[src/rtl/comp4b_result_collector_if.sv]
// Handshake bundle between the 4-bit comparator, the result collector and the summary consumer.
// The err signal exists only when COMP4B_ONEHOT_CHECK_EN is defined.
interface comp4b_result_collector_if #(parameter int CW = 4);
  logic          in_valid;
  logic          in_ready;
  logic [3:0]    a;
  logic [3:0]    b;
  logic          g;
  logic          e;
  logic          l;
  logic          out_valid;
  logic          out_ready;
  logic [3:0]    max_val;
  logic [CW-1:0] g_cnt;
  logic [CW-1:0] e_cnt;
  logic [CW-1:0] l_cnt;
`ifdef COMP4B_ONEHOT_CHECK_EN
  logic          err;

  modport master (output in_valid, a, b, g, e, l, out_ready,
                  input  in_ready, out_valid, max_val, g_cnt, e_cnt, l_cnt, err);
  modport slave  (input  in_valid, a, b, g, e, l, out_ready,
                  output in_ready, out_valid, max_val, g_cnt, e_cnt, l_cnt, err);
`else
  modport master (output in_valid, a, b, g, e, l, out_ready,
                  input  in_ready, out_valid, max_val, g_cnt, e_cnt, l_cnt);
  modport slave  (input  in_valid, a, b, g, e, l, out_ready,
                  output in_ready, out_valid, max_val, g_cnt, e_cnt, l_cnt);
`endif
endinterface

[src/rtl/comp4b_result_collector.sv]
// Collects BURST comparator results into a max/g/e/l summary and reports it over valid/ready.
// Optional macro COMP4B_ONEHOT_CHECK_EN drops non-one-hot flag beats and raises sticky err.
module comp4b_result_collector #(
  parameter int BURST = 8,
  parameter int CW    = 4
) (
  input  logic clk,
  input  logic rst,
  comp4b_result_collector_if.slave bus
);
  typedef enum logic {ACCUM, REPORT} state_e;

  localparam logic [CW-1:0] LAST = CW'(BURST - 1);

  state_e        state_q;
  logic [CW-1:0] bcnt_q, g_q, e_q, l_q;
  logic [3:0]    max_q;
  logic          ov_q, ir_q;
  logic          acc, clean;
  logic [3:0]    pmax;

  assign acc  = bus.in_valid & ir_q;
  assign pmax = bus.g ? bus.a : bus.b;

`ifdef COMP4B_ONEHOT_CHECK_EN
  logic err_q;
  assign clean   = ({bus.g, bus.e, bus.l} == 3'b100) ||
                   ({bus.g, bus.e, bus.l} == 3'b010) ||
                   ({bus.g, bus.e, bus.l} == 3'b001);
  assign bus.err = err_q;
`else
  // e is implied by "neither g nor l", so the flag itself is never consulted.
  logic unused_e;
  assign clean    = 1'b1;
  assign unused_e = bus.e;
`endif

  always_ff @(posedge clk or posedge rst) begin
    if (rst) begin
      state_q <= ACCUM;
      bcnt_q  <= '0;
      g_q     <= '0;
      e_q     <= '0;
      l_q     <= '0;
      max_q   <= '0;
      ov_q    <= 1'b0;
      ir_q    <= 1'b1;
`ifdef COMP4B_ONEHOT_CHECK_EN
      err_q   <= 1'b0;
`endif
    end else begin
      case (state_q)
        ACCUM: begin
          if (acc && clean) begin
            if (bus.g)      g_q <= g_q + 1'b1;
            else if (bus.l) l_q <= l_q + 1'b1;
            else            e_q <= e_q + 1'b1;
            // First beat reloads, so a previous burst's max never leaks in.
            if (bcnt_q == '0 || pmax > max_q) max_q <= pmax;
            bcnt_q <= bcnt_q + 1'b1;
            if (bcnt_q == LAST) begin
              state_q <= REPORT;
              ov_q    <= 1'b1;
              ir_q    <= 1'b0;
            end
          end
`ifdef COMP4B_ONEHOT_CHECK_EN
          if (acc && !clean) err_q <= 1'b1;
`endif
        end
        REPORT: begin
          if (bus.out_ready) begin
            state_q <= ACCUM;
            ov_q    <= 1'b0;
            ir_q    <= 1'b1;
            bcnt_q  <= '0;
            g_q     <= '0;
            e_q     <= '0;
            l_q     <= '0;
`ifdef COMP4B_ONEHOT_CHECK_EN
            err_q   <= 1'b0;
`endif
          end
        end
        default: state_q <= ACCUM;
      endcase
    end
  end

  assign bus.in_ready  = ir_q;
  assign bus.out_valid = ov_q;
  assign bus.max_val   = max_q;
  assign bus.g_cnt     = g_q;
  assign bus.e_cnt     = e_q;
  assign bus.l_cnt     = l_q;
endmodule

[src/flat_wrapper.sv]
// flat-port wrapper written by rule: the top's interface ports become plain ports
module comp4b_result_collector_flat 
#(
  parameter int BURST = 8,
  parameter int CW    = 4
)
  (clk, rst, bus_in_valid, bus_a, bus_b, bus_g, bus_e, bus_l, bus_out_ready, bus_in_ready, bus_out_valid, bus_max_val, bus_g_cnt, bus_e_cnt, bus_l_cnt);
  comp4b_result_collector_if #(.CW(CW)) bus_i ();
  input  logic clk;
  input  logic rst;
  input wire logic [$bits(bus_i.in_valid)-1:0] bus_in_valid;
  input wire logic [$bits(bus_i.a)-1:0] bus_a;
  input wire logic [$bits(bus_i.b)-1:0] bus_b;
  input wire logic [$bits(bus_i.g)-1:0] bus_g;
  input wire logic [$bits(bus_i.e)-1:0] bus_e;
  input wire logic [$bits(bus_i.l)-1:0] bus_l;
  input wire logic [$bits(bus_i.out_ready)-1:0] bus_out_ready;
  output wire logic [$bits(bus_i.in_ready)-1:0] bus_in_ready;
  output wire logic [$bits(bus_i.out_valid)-1:0] bus_out_valid;
  output wire logic [$bits(bus_i.max_val)-1:0] bus_max_val;
  output wire logic [$bits(bus_i.g_cnt)-1:0] bus_g_cnt;
  output wire logic [$bits(bus_i.e_cnt)-1:0] bus_e_cnt;
  output wire logic [$bits(bus_i.l_cnt)-1:0] bus_l_cnt;
  assign bus_i.in_valid = bus_in_valid;
  assign bus_i.a = bus_a;
  assign bus_i.b = bus_b;
  assign bus_i.g = bus_g;
  assign bus_i.e = bus_e;
  assign bus_i.l = bus_l;
  assign bus_i.out_ready = bus_out_ready;
  assign bus_in_ready = bus_i.in_ready;
  assign bus_out_valid = bus_i.out_valid;
  assign bus_max_val = bus_i.max_val;
  assign bus_g_cnt = bus_i.g_cnt;
  assign bus_e_cnt = bus_i.e_cnt;
  assign bus_l_cnt = bus_i.l_cnt;
  comp4b_result_collector #(.BURST(BURST), .CW(CW)) u_core (.clk(clk), .rst(rst), .bus(bus_i));
endmodule
[config.mk]
export PLATFORM = sky130hd
export DESIGN_NAME = comp4b_result_collector_flat
export DESIGN_NICKNAME = d
export VERILOG_FILES = /design/src/rtl/comp4b_result_collector_if.sv /design/src/rtl/comp4b_result_collector.sv /design/src/flat_wrapper.sv
export SDC_FILE = /design/constraint.sdc
export NUM_CORES = 1
export LEC_CHECK = 0
export ABC_AREA = 1
export ABC_CLOCK_PERIOD_IN_PS = 2600
export BUFFER_PORTS_ARGS = -buffer_cell sky130_fd_sc_hd__buf_2
export CAP_MARGIN = 30
export CORE_MARGIN = 4
export CORE_UTILIZATION = 55
export CTS_BUF_LIST = sky130_fd_sc_hd__clkbuf_8
export DETAILED_ROUTE_END_ITERATION = 10
export PLACE_DENSITY = 0.87
export SLEW_MARGIN = 20
export SYNTH_ARGS = -nofsm -noshare
export SYNTH_HDL_FRONTEND = slang
export SYNTH_SLANG_ARGS = --single-unit
[constraint.sdc]
create_clock -name clk -period 2.6 [get_ports clk]
set_clock_uncertainty 0.15 [all_clocks]
set_input_delay 0.52 -clock clk [delete_from_list [all_inputs] [get_ports clk]]
set_output_delay 0.52 -clock clk [all_outputs]
set_load 0.05 [all_outputs]
# Word-level counts from Yosys, hierarchy flattened
# Index checks and enable logic that the tools add are counted.
[word_totals] reg_bits=23 latch_bits=0 ramBits=0 mem_bits_ro=0 inputBits=15 wordCells=58 memories=0
[classes] n_addsub=4 n_mul=0 div_mod_pow=0 order_cmp=1 n_eq_ne=8 shift=0 muxes=27 bitwise_logic=2 reduce_logical=8
[op_table] cell="4-bit 2-to-1 mux" n=11
[op_table] cell="4-bit one-hot mux with 2 select lines" n=4
[op_table] cell="4-bit by 1-bit adder with 4-bit output, second input constant" n=4
[op_table] cell="2-bit inequality test, second input constant" n=5
[op_table] cell="1-bit 2-to-1 mux" n=9
[op_table] cell="3-bit AND reduction" n=3
[op_table] cell="4-bit AND reduction" n=2
[op_table] cell="1-bit one-hot mux with 2 select lines" n=3
[op_table] cell="4-bit by 3-bit == test with 1-bit output, second input constant" n=1
[op_table] cell="4-bit > comparator" n=1
[op_table] cell="4-bit zero test" n=1
[op_table] cell="2-bit by 1-bit inequality test with 1-bit output, second input constant" n=2
[op_table] cell="2-bit AND reduction" n=1
[op_table] cell="1-bit bitwise AND" n=1
[op_table] cell="1-bit logical OR" n=1
[op_table] cell="1-bit NOT" n=1

# Longest topological paths before layout
# Gate-level depths: netlist (run 1).
[depth] word_depth=5 mapped_depth=14

# Worst setup path after synthesis (run 1)
# OpenSTA, ideal clock, no wires.
[synth_path] kind="input port to flip-flop" startpoint="input bus_g" endpoint="register u_core.max_q[0], in the netlist u_core.bus.max_val[0]" arrival_ps=1566 required_time_ps=2332 slack_ps=766 cell_stages=11 path_buffers=0 cell_sequence="inv_2 > or2_2 > o21a_1 > inv_1 > ha_1 > nand2_1 > nor2_1 > nor2_4 > nand2_4 > nand3_1 > nand2_1"
[synth_via] elab_chain_len=4
[synth_rtl] element="start: declaration" line="flat_wrapper.sv:14" source="input wire logic [$bits(bus_i.g)-1:0] bus_g;"
[synth_rtl] element="4-bit 2-to-1 mux (*)" line="comp4b_result_collector.sv:23" source="assign pmax = bus.g ? bus.a : bus.b;"
[synth_rtl] element="4-bit > comparator" line="comp4b_result_collector.sv:59" source="if (bcnt_q == '0 || pmax > max_q) max_q <= pmax;"
[synth_rtl] element="1-bit logical OR" line="comp4b_result_collector.sv:59"
[synth_rtl] element="3-bit AND reduction (no source line)"
[synth_rtl] element="end signal: assignment" line="comp4b_result_collector.sv:59"
[synth_rtl] element="end: declaration" line="comp4b_result_collector.sv:17" source="logic [3:0] max_q;"
# Mark *: on every way between the ends. The rest lies on a longest branch, timed or not.
# A chain may end at the register's enable or synchronous reset.

# Final worst setup path (run 1)
[layout_path] startpoint="input bus_g" endpoint="register u_core.max_q[3], in the netlist u_core.bus.max_val[3]"
# Same word-level chain as after synthesis.

==> summary.txt, run 1 <==
Status
  – Outcome: completed

Synth
  – Yosys Warn Count: 0
  – Synthesized area: 1390 um2
  – Most numerous cell in the Yosys netlist: nand2_1
  – Top-area cell type share of the netlist area: 0.397
  – Syn Nets: ~190
  – Syn Inst Count: 165
  – Syn avg cell area: around 8.4 um2
  – Library cells used by synthesis: 26
  – Post-synth top area cell: dfrtp_1
  – Post-synth EDFFs: 0
  – Synth cell count leaders: nand2_1 (48), dfrtp_1 (22), inv_1 (20), nand3_1 (12), o21ai_0 (10)
  – Ys flop type: dfrtp_1
  – Ys async rst share: 1.00
  – Number of synthesized register bits: 23
  – Sequential area share after synthesis: 0.416
  – Synth top area cells: dfrtp_1 (40%), nand2_1 (13%), ha_1 (8.1%)

CTS
  – Clock latency at the later pin of the worst-skew pair: 0.27 ns
  – Clock transition at path regs: 0.09 ns
  – Post-CTS Repair Setup Buffers: 0
  – Cts repair resizes: 0
  – Clk sink count: 23
  – CTS tree: done
  – Htree depth: 1
  – Post-CTS Hold Buffers: 0
  – Clock Tree Root: clkbuf_8
  – Clk buf depth: 2
  – Cts bufs inserted: 3

Timing
  – RSZ-0062 raised after global routing: no
  – Fin. max-slew vios: 0
  – Final hold violation count: 0
  – Post-route setup TNS: 0 ns
  – Setup Viol. Count Final: 0
  – Final Critical Period: 1.89 ns
  – Fmax: around 530 MHz
  – Period Utilization, post-route: 0.727
  – Slew margin rel.: 0.791
  – Slew @ Worst Pin: 0.313 ns

Flow run
  – Max-Cap Viols: 0

GRT
  – GR Util All Layers: 0.193
  – First-pass GRT wire length: 5080 um
  – Largest net degree at the start of global routing: 24
  – Number of global-route vias before repair: 1,233
  – Initial antenna violation count: 0
  – Remaining Overflow, GRT: 0

Routing
  – Initial drt markers: 54
  – Routed len/inst: 13.0 um
  – Final WL: between 2000 and 3000 um
  – First-pass iteration count of the detailed router: 4
  – Remaining DRCs: 0
  – Vias: 1,212
  – Post-route ant nets: 0
  – DR vias/cell: around 5.3

Cells and area
  – Share of cells above drive strength 1: 0.294
  – Area growth syn-to-layout: 19.1%
  – Diodes inserted: 0
  – Final cell count without fillers: between 200 and 250
  – Nets: between 200 and 250

Floorplan
  – Row count: 17
  – Core area: 2300 um2
  – Initial core utilization: 0.603
  – Die Ht: ~58 um
  – Die X: roughly 58 um
  – Die area: 3380 um2
  – # IOs: 33

Setup path
  – Required time of the critical path: 2.61 ns
  – Startpoint types: input port
  – WP data arrival: about 1.9 ns
  – Largest fanout on the critical path: 7
  – CP endpoint kind: register
  – Type of the worst setup path: input port to register

Placed design
  – Final HPWL DP: 2270 um
  – Placed cells: roughly 220
  – GPL Wtd Cong: 0.861
  – I/O Buffers: 31

Worst hold path
  – Worst Hold Class: input port to asynchronous set/reset pin

Power and ir drop
  – Worst VDD drop: approximately 1.0 mV
  – Pwr Density: 1280 nW/um2
  – Leakage: approximately 0.9 nW
## layer usage
metal  vias up  wire length, um  GRT usage
met4         0               86      0.103
li1        608                -          -
met3        11              157     0.0379
met5         -                0          0
met2        38             1530      0.358
met1       555             1210      0.203
## final timing paths
| path | depth (start not counted) | to | from | slack, ns |
|---|---|---|---|---|
| hold / removal | 2 | u_core.bus.g_cnt[1] | rst | 0.03 |
| min in group clk | 2 | u_core.state_q | bus_out_ready | 0.32 |
| max in group asynchronous | 3 | u_core.bus.in_ready | rst | 1.79 |
| hold reg to reg | 2 | u_core.bus.out_valid | u_core.bus.out_valid | 0.38 |
| setup / recovery | 15 | u_core.bus.max_val[3] | bus_g | 0.71 |
| setup reg to reg | 9 | u_core.bus.max_val[3] | u_core.bus.max_val[3] | 0.99 |
## where the power goes
part / switching [W] / internal (W)
Combinational: 0.000860 / 0.000325
Sequential: 0.000170 / 0.000523
Clock: 0.000119 / 0.000107
## metrics by stage
| step | total power (W) | setup WS, ns | hold slack, ns | util | area [um2] |
|---|---|---|---|---|---|
| after global routing | 0.00227 | 0.575 | 0.0343 | 0.718 | 1650 |
| after global placement | 0.00182 | 0.507 | 0.327 | 0.686 | 1580 |
| after floorplan | 0.00160 | 0.766 | 0.357 | - | 1390 |
| after detailed placement | 0.00188 | 0.448 | 0.365 | 0.686 | 1580 |
| final | 0.00210 | 0.709 | 0.0290 | 0.718 | 1650 |
| after CTS | 0.00210 | 0.730 | 0.303 | 0.706 | 1620 |
## registers in the layout (all words and copies together) (netlist names)
signal / flops
u_core.bcnt_q: 4
u_core.bus.e_cnt: 4
u_core.bus.g_cnt: 4
u_core.bus.l_cnt: 4
u_core.bus.max_val: 4
u_core.bus.in_ready: 1
u_core.bus.out_valid: 1
u_core.state_q: 1
## critical path: stages
cell	delay, ns
buf_2	0.17
inv_2	0.08
or2_2	0.27
o21a_1	0.12
inv_1	0.06
ha_1	0.14
inv_1	0.04
nand2_1	0.05
nand2_1	0.04
nand2_1	0.05
nand2_1	0.08
nand2_4	0.10
nand2_4	0.07
nand2_1	0.06
nand2_1	0.06
## cells by family (layout without fill, tap and decap cells)
family / after synthesis / in the layout / synth area share
buffers and inverters: 24 / 60 / 0.0668
adders and majority gates: 9 / 9 / 0.0813
and+or+nand+nor: 85 / 85 / 0.327
xor gates and xnor gates: 2 / 2 / 0.0126
DFF: 23 / 23 / 0.416
AOI/OAI and AO/OA: 22 / 22 / 0.0958
## area by class of cell
class / instances / area (um2)
clock buffer: 3 / 41.3
multi-input combinational: 118 / 716
tap: 28 / 35.0
sequential: 23 / 577
inverter: 24 / 92.6
clock inverter: 1 / 5.00
fill: 186 / 648
timing repair buffer: 32 / 183
## layout by cell type (no fill, tap or decap), drive strengths merged, types with 3 or more instances in the layout
cell type  instances
ha                 9
o21ai             14
nand4              6
clkbuf             3
nand3             13
buf               32
a21oi              5
nand2             57
dfrtp             22
inv               24
nor2               7
Note: power is estimated with default switching activity, not from simulation.
==> run 2: changes to the inputs <==
- ABC_CLOCK_PERIOD_IN_PS: 2600 -> 1500
- CORE_UTILIZATION: 55 -> 50
- PLACE_DENSITY: 0.87 -> 0.83
- clock period: 2.6 -> 1.5 ns (I/O delays scaled with it)
==> run 2 against run 1 <==
  * The run now ends with negative setup slack left
  * Clock-buffer cell count is the same
  * Global-route usage up 1.0 points
  * Die area increased by 8.6%
  * Total power is 98% higher
  * Worst hold slack gained 0.088 ns
  * Largest power group unchanged
==> summary.txt, run 2 (synthesized netlist as in run 1, its figures left out) <==
Timing
  – RSZ-0062 raised after global routing: yes
  – Slew @ Worst Pin: 0.397 ns (+0.0839 ns)
  – Fin. max-slew vios: 0 (unchanged)
  – Slew margin rel.: 0.733 (-0.0577)
  – Slack of the critical path: -0.105 ns (-0.814 ns)
  – Final Critical Period: 1.60 ns
  – Final hold violation count: 0 (unchanged)
  – Period Utilization, post-route: 1.07
  – Fmax: around 620 MHz
  – Setup Viol. Count Final: 11 (+11)

Power and ir drop
  – Worst VDD drop: 1.84 mV (+81%)
  – Pwr Density: 2150 nW/um2 (+69%)
  – Total Power: 0.00417 W (+98%)
  – Leakage: 1.03 nW (+11%)

Routing
  – Routed len/inst: 13.5 um (+4.0%)
  – First-pass iteration count of the detailed router: 4 (unchanged)
  – DR vias/cell: 5.21 (-1.5%)
  – Remaining DRCs: 0 (unchanged)
  – Vias: 1,288 (+6.3%)
  – Final WL: 3340 um (+12%)
  – Post-route ant nets: 0 (unchanged)
  – Initial drt markers: 41 (-24%)

Floorplan
  – Core area: 2570 um2 (+12%)
  – Initial core utilization: 0.539 (-0.0635)
  – Die X: 60.6 um (+4.2%)
  – Die Ht: 60.6 um (+4.2%)
  – # IOs: 33 (unchanged)
  – Die area: 3680 um2 (+8.6%)
  – Row count: 18 (+1)

GRT
  – GR Util All Layers: 0.203 (+0.0103)
  – Number of global-route vias before repair: 1,380 (+12%)
  – Remaining Overflow, GRT: 0 (unchanged)
  – Largest net degree at the start of global routing: 24 (unchanged)
  – First-pass GRT wire length: 5630 um (+11%)
  – Initial antenna violation count: 0 (unchanged)

CTS
  – Clk sink count: 23 (unchanged)
  – Clock transition at path regs: 0.08 ns (about the same)
  – Htree depth: 1 (unchanged)
  – CTS tree: done
  – Clock Tree Root: clkbuf_8
  – Clk buf depth: 2 (unchanged)
  – Cts bufs inserted: 3 (unchanged)
  – Clock latency at the later pin of the worst-skew pair: 0.26 ns (about the same)

Cells and area
  – Share of cells above drive strength 1: 0.484 (+0.190)
  – Reg area: 586 um2 (+1.5%)
  – Fin area: 1940 um2 (+17%)
  – Area growth syn-to-layout: 39.8%
  – Area of the multi-input gates: 837 um2 (+17%)
  – Nets: 242 (+7.1%)
  – Final cell count without fillers: 247 (+7.9%)
  – Core Util, Final: 0.754 (+0.0365)
  – Commonest non-fill, non-tap cell in the layout: nand2_1
  – Diodes inserted: 0 (unchanged)
  – # fillers: 180 (-3.2%)
  – Most frequent cells in the layout: nand2_1 (37), buf_2 (26), dfrtp_1 (18), inv_1 (16), buf_4 (16)

Placed design
  – GPL Wtd Cong: 0.832 (-3.4%)
  – Final HPWL DP: 2540 um (+12%)
  – Placed inst area: 1790 um2 (+14%)
  – I/O Buffers: 31 (unchanged)
  – Placed cells: 239 (+6.7%)

Setup path
  – CP Capture Point: bus_in_ready
  – CP endpoint kind: output port
  – Type of the worst setup path: register to output port
  – Startpoint types: register
  – Worst r2r src: u_core.bus.in_ready
  – Largest fanout on the critical path: 2 (-5)
  – Flop-to-flop setup slack: -0.10 ns (-1.09 ns)
  – CP Launch Point: u_core.bus.in_ready
  – Reg2reg path depth: 8 (-1)
  – Required time of the critical path: 1.05 ns (-1.56 ns)
  – WP data arrival: 1.15 ns (-0.75 ns)
  – FF-to-FF End: u_core.bus.max_val[3]

Status
  – Outcome: finished with violations
  – Failing checks: negative setup slack

Flow run
  – Max-Cap Viols: 0 (unchanged)

Worst hold path
  – Worst Hold Class: input port to register
## run 2: changes by cell type in the layout (fill, tap and decap cells not counted), sizes merged
| cell | delta |
|---|---|
| buf | +14 |
| dlygate4sd3 | +1 |
| clkbuf | +1 |
## run 2: power by group
group	switching, W	internal [W]
Clock	0.000202	0.000186
Sequential	0.000304	0.000924
Combinational	0.00168	0.000871
## run 2: area by class of cell
| class | instances | area share |
|---|---|---|
| repair buffers | 48 | 0.168 |
| multi-input cells | 118 | 0.432 |
| clock inverters | 1 | 0.00258 |
| inverters | 24 | 0.0543 |
| clock buffers | 3 | 0.0213 |
| flip-flops and latches | 23 | 0.302 |
| well taps | 30 | 0.0194 |
## run 2: repair_timing
item / 4_1_cts / 5_1_grt
hold buffers: 1 / 0
hold endpoints to repair: 22 / 0
pin swaps: 3 / 2
gates resized for setup: 11 / 15
setup buffers: 3 / 0
setup endpoints to repair: 11 / 25
## run 2: worst min-delay path by stage
stage	start	end	slack, ns	cells after the start
6_report	bus_out_ready	u_core.state_q	0.12	2
5_1_grt	bus_out_ready	u_core.state_q	0.12	2
4_1_cts	bus_out_ready	u_core.state_q	0.12	2
3_5_place_dp	rst	u_core.bus.g_cnt[3]	0.21	3
3_3_place_gp	rst	u_core.bus.g_cnt[3]	0.19	3
2_1_floorplan	rst	u_core.bcnt_q[0]	0.15	1
## run 2: through the flow
stage | setup slack, ns | hold WS (ns) | TNS (ns)
after floorplan | -0.0947 | 0.151 | -0.663
after global placement | -0.336 | 0.193 | -1.37
after detailed placement | -0.427 | 0.214 | -1.93
after CTS | -0.108 | 0.118 | -0.610
after global routing | -0.145 | 0.124 | -1.81
final | -0.105 | 0.117 | -0.664
## run 2: routing by layer
layer | vias to the layer above | track usage | routed length [um]
li1 | 639 | - | -
met1 | 614 | 0.219 | 1260
met2 | 29 | 0.391 | 1890
met3 | 6 | 0.0319 | 135
met4 | 0 | 0.0805 | 53
met5 | - | 0 | 0
## run 2: worst max-delay path, cell delays in order (launching register included)
cell	delay, ns
dfstp_4	0.64
buf_6	0.11
buf_8	0.14
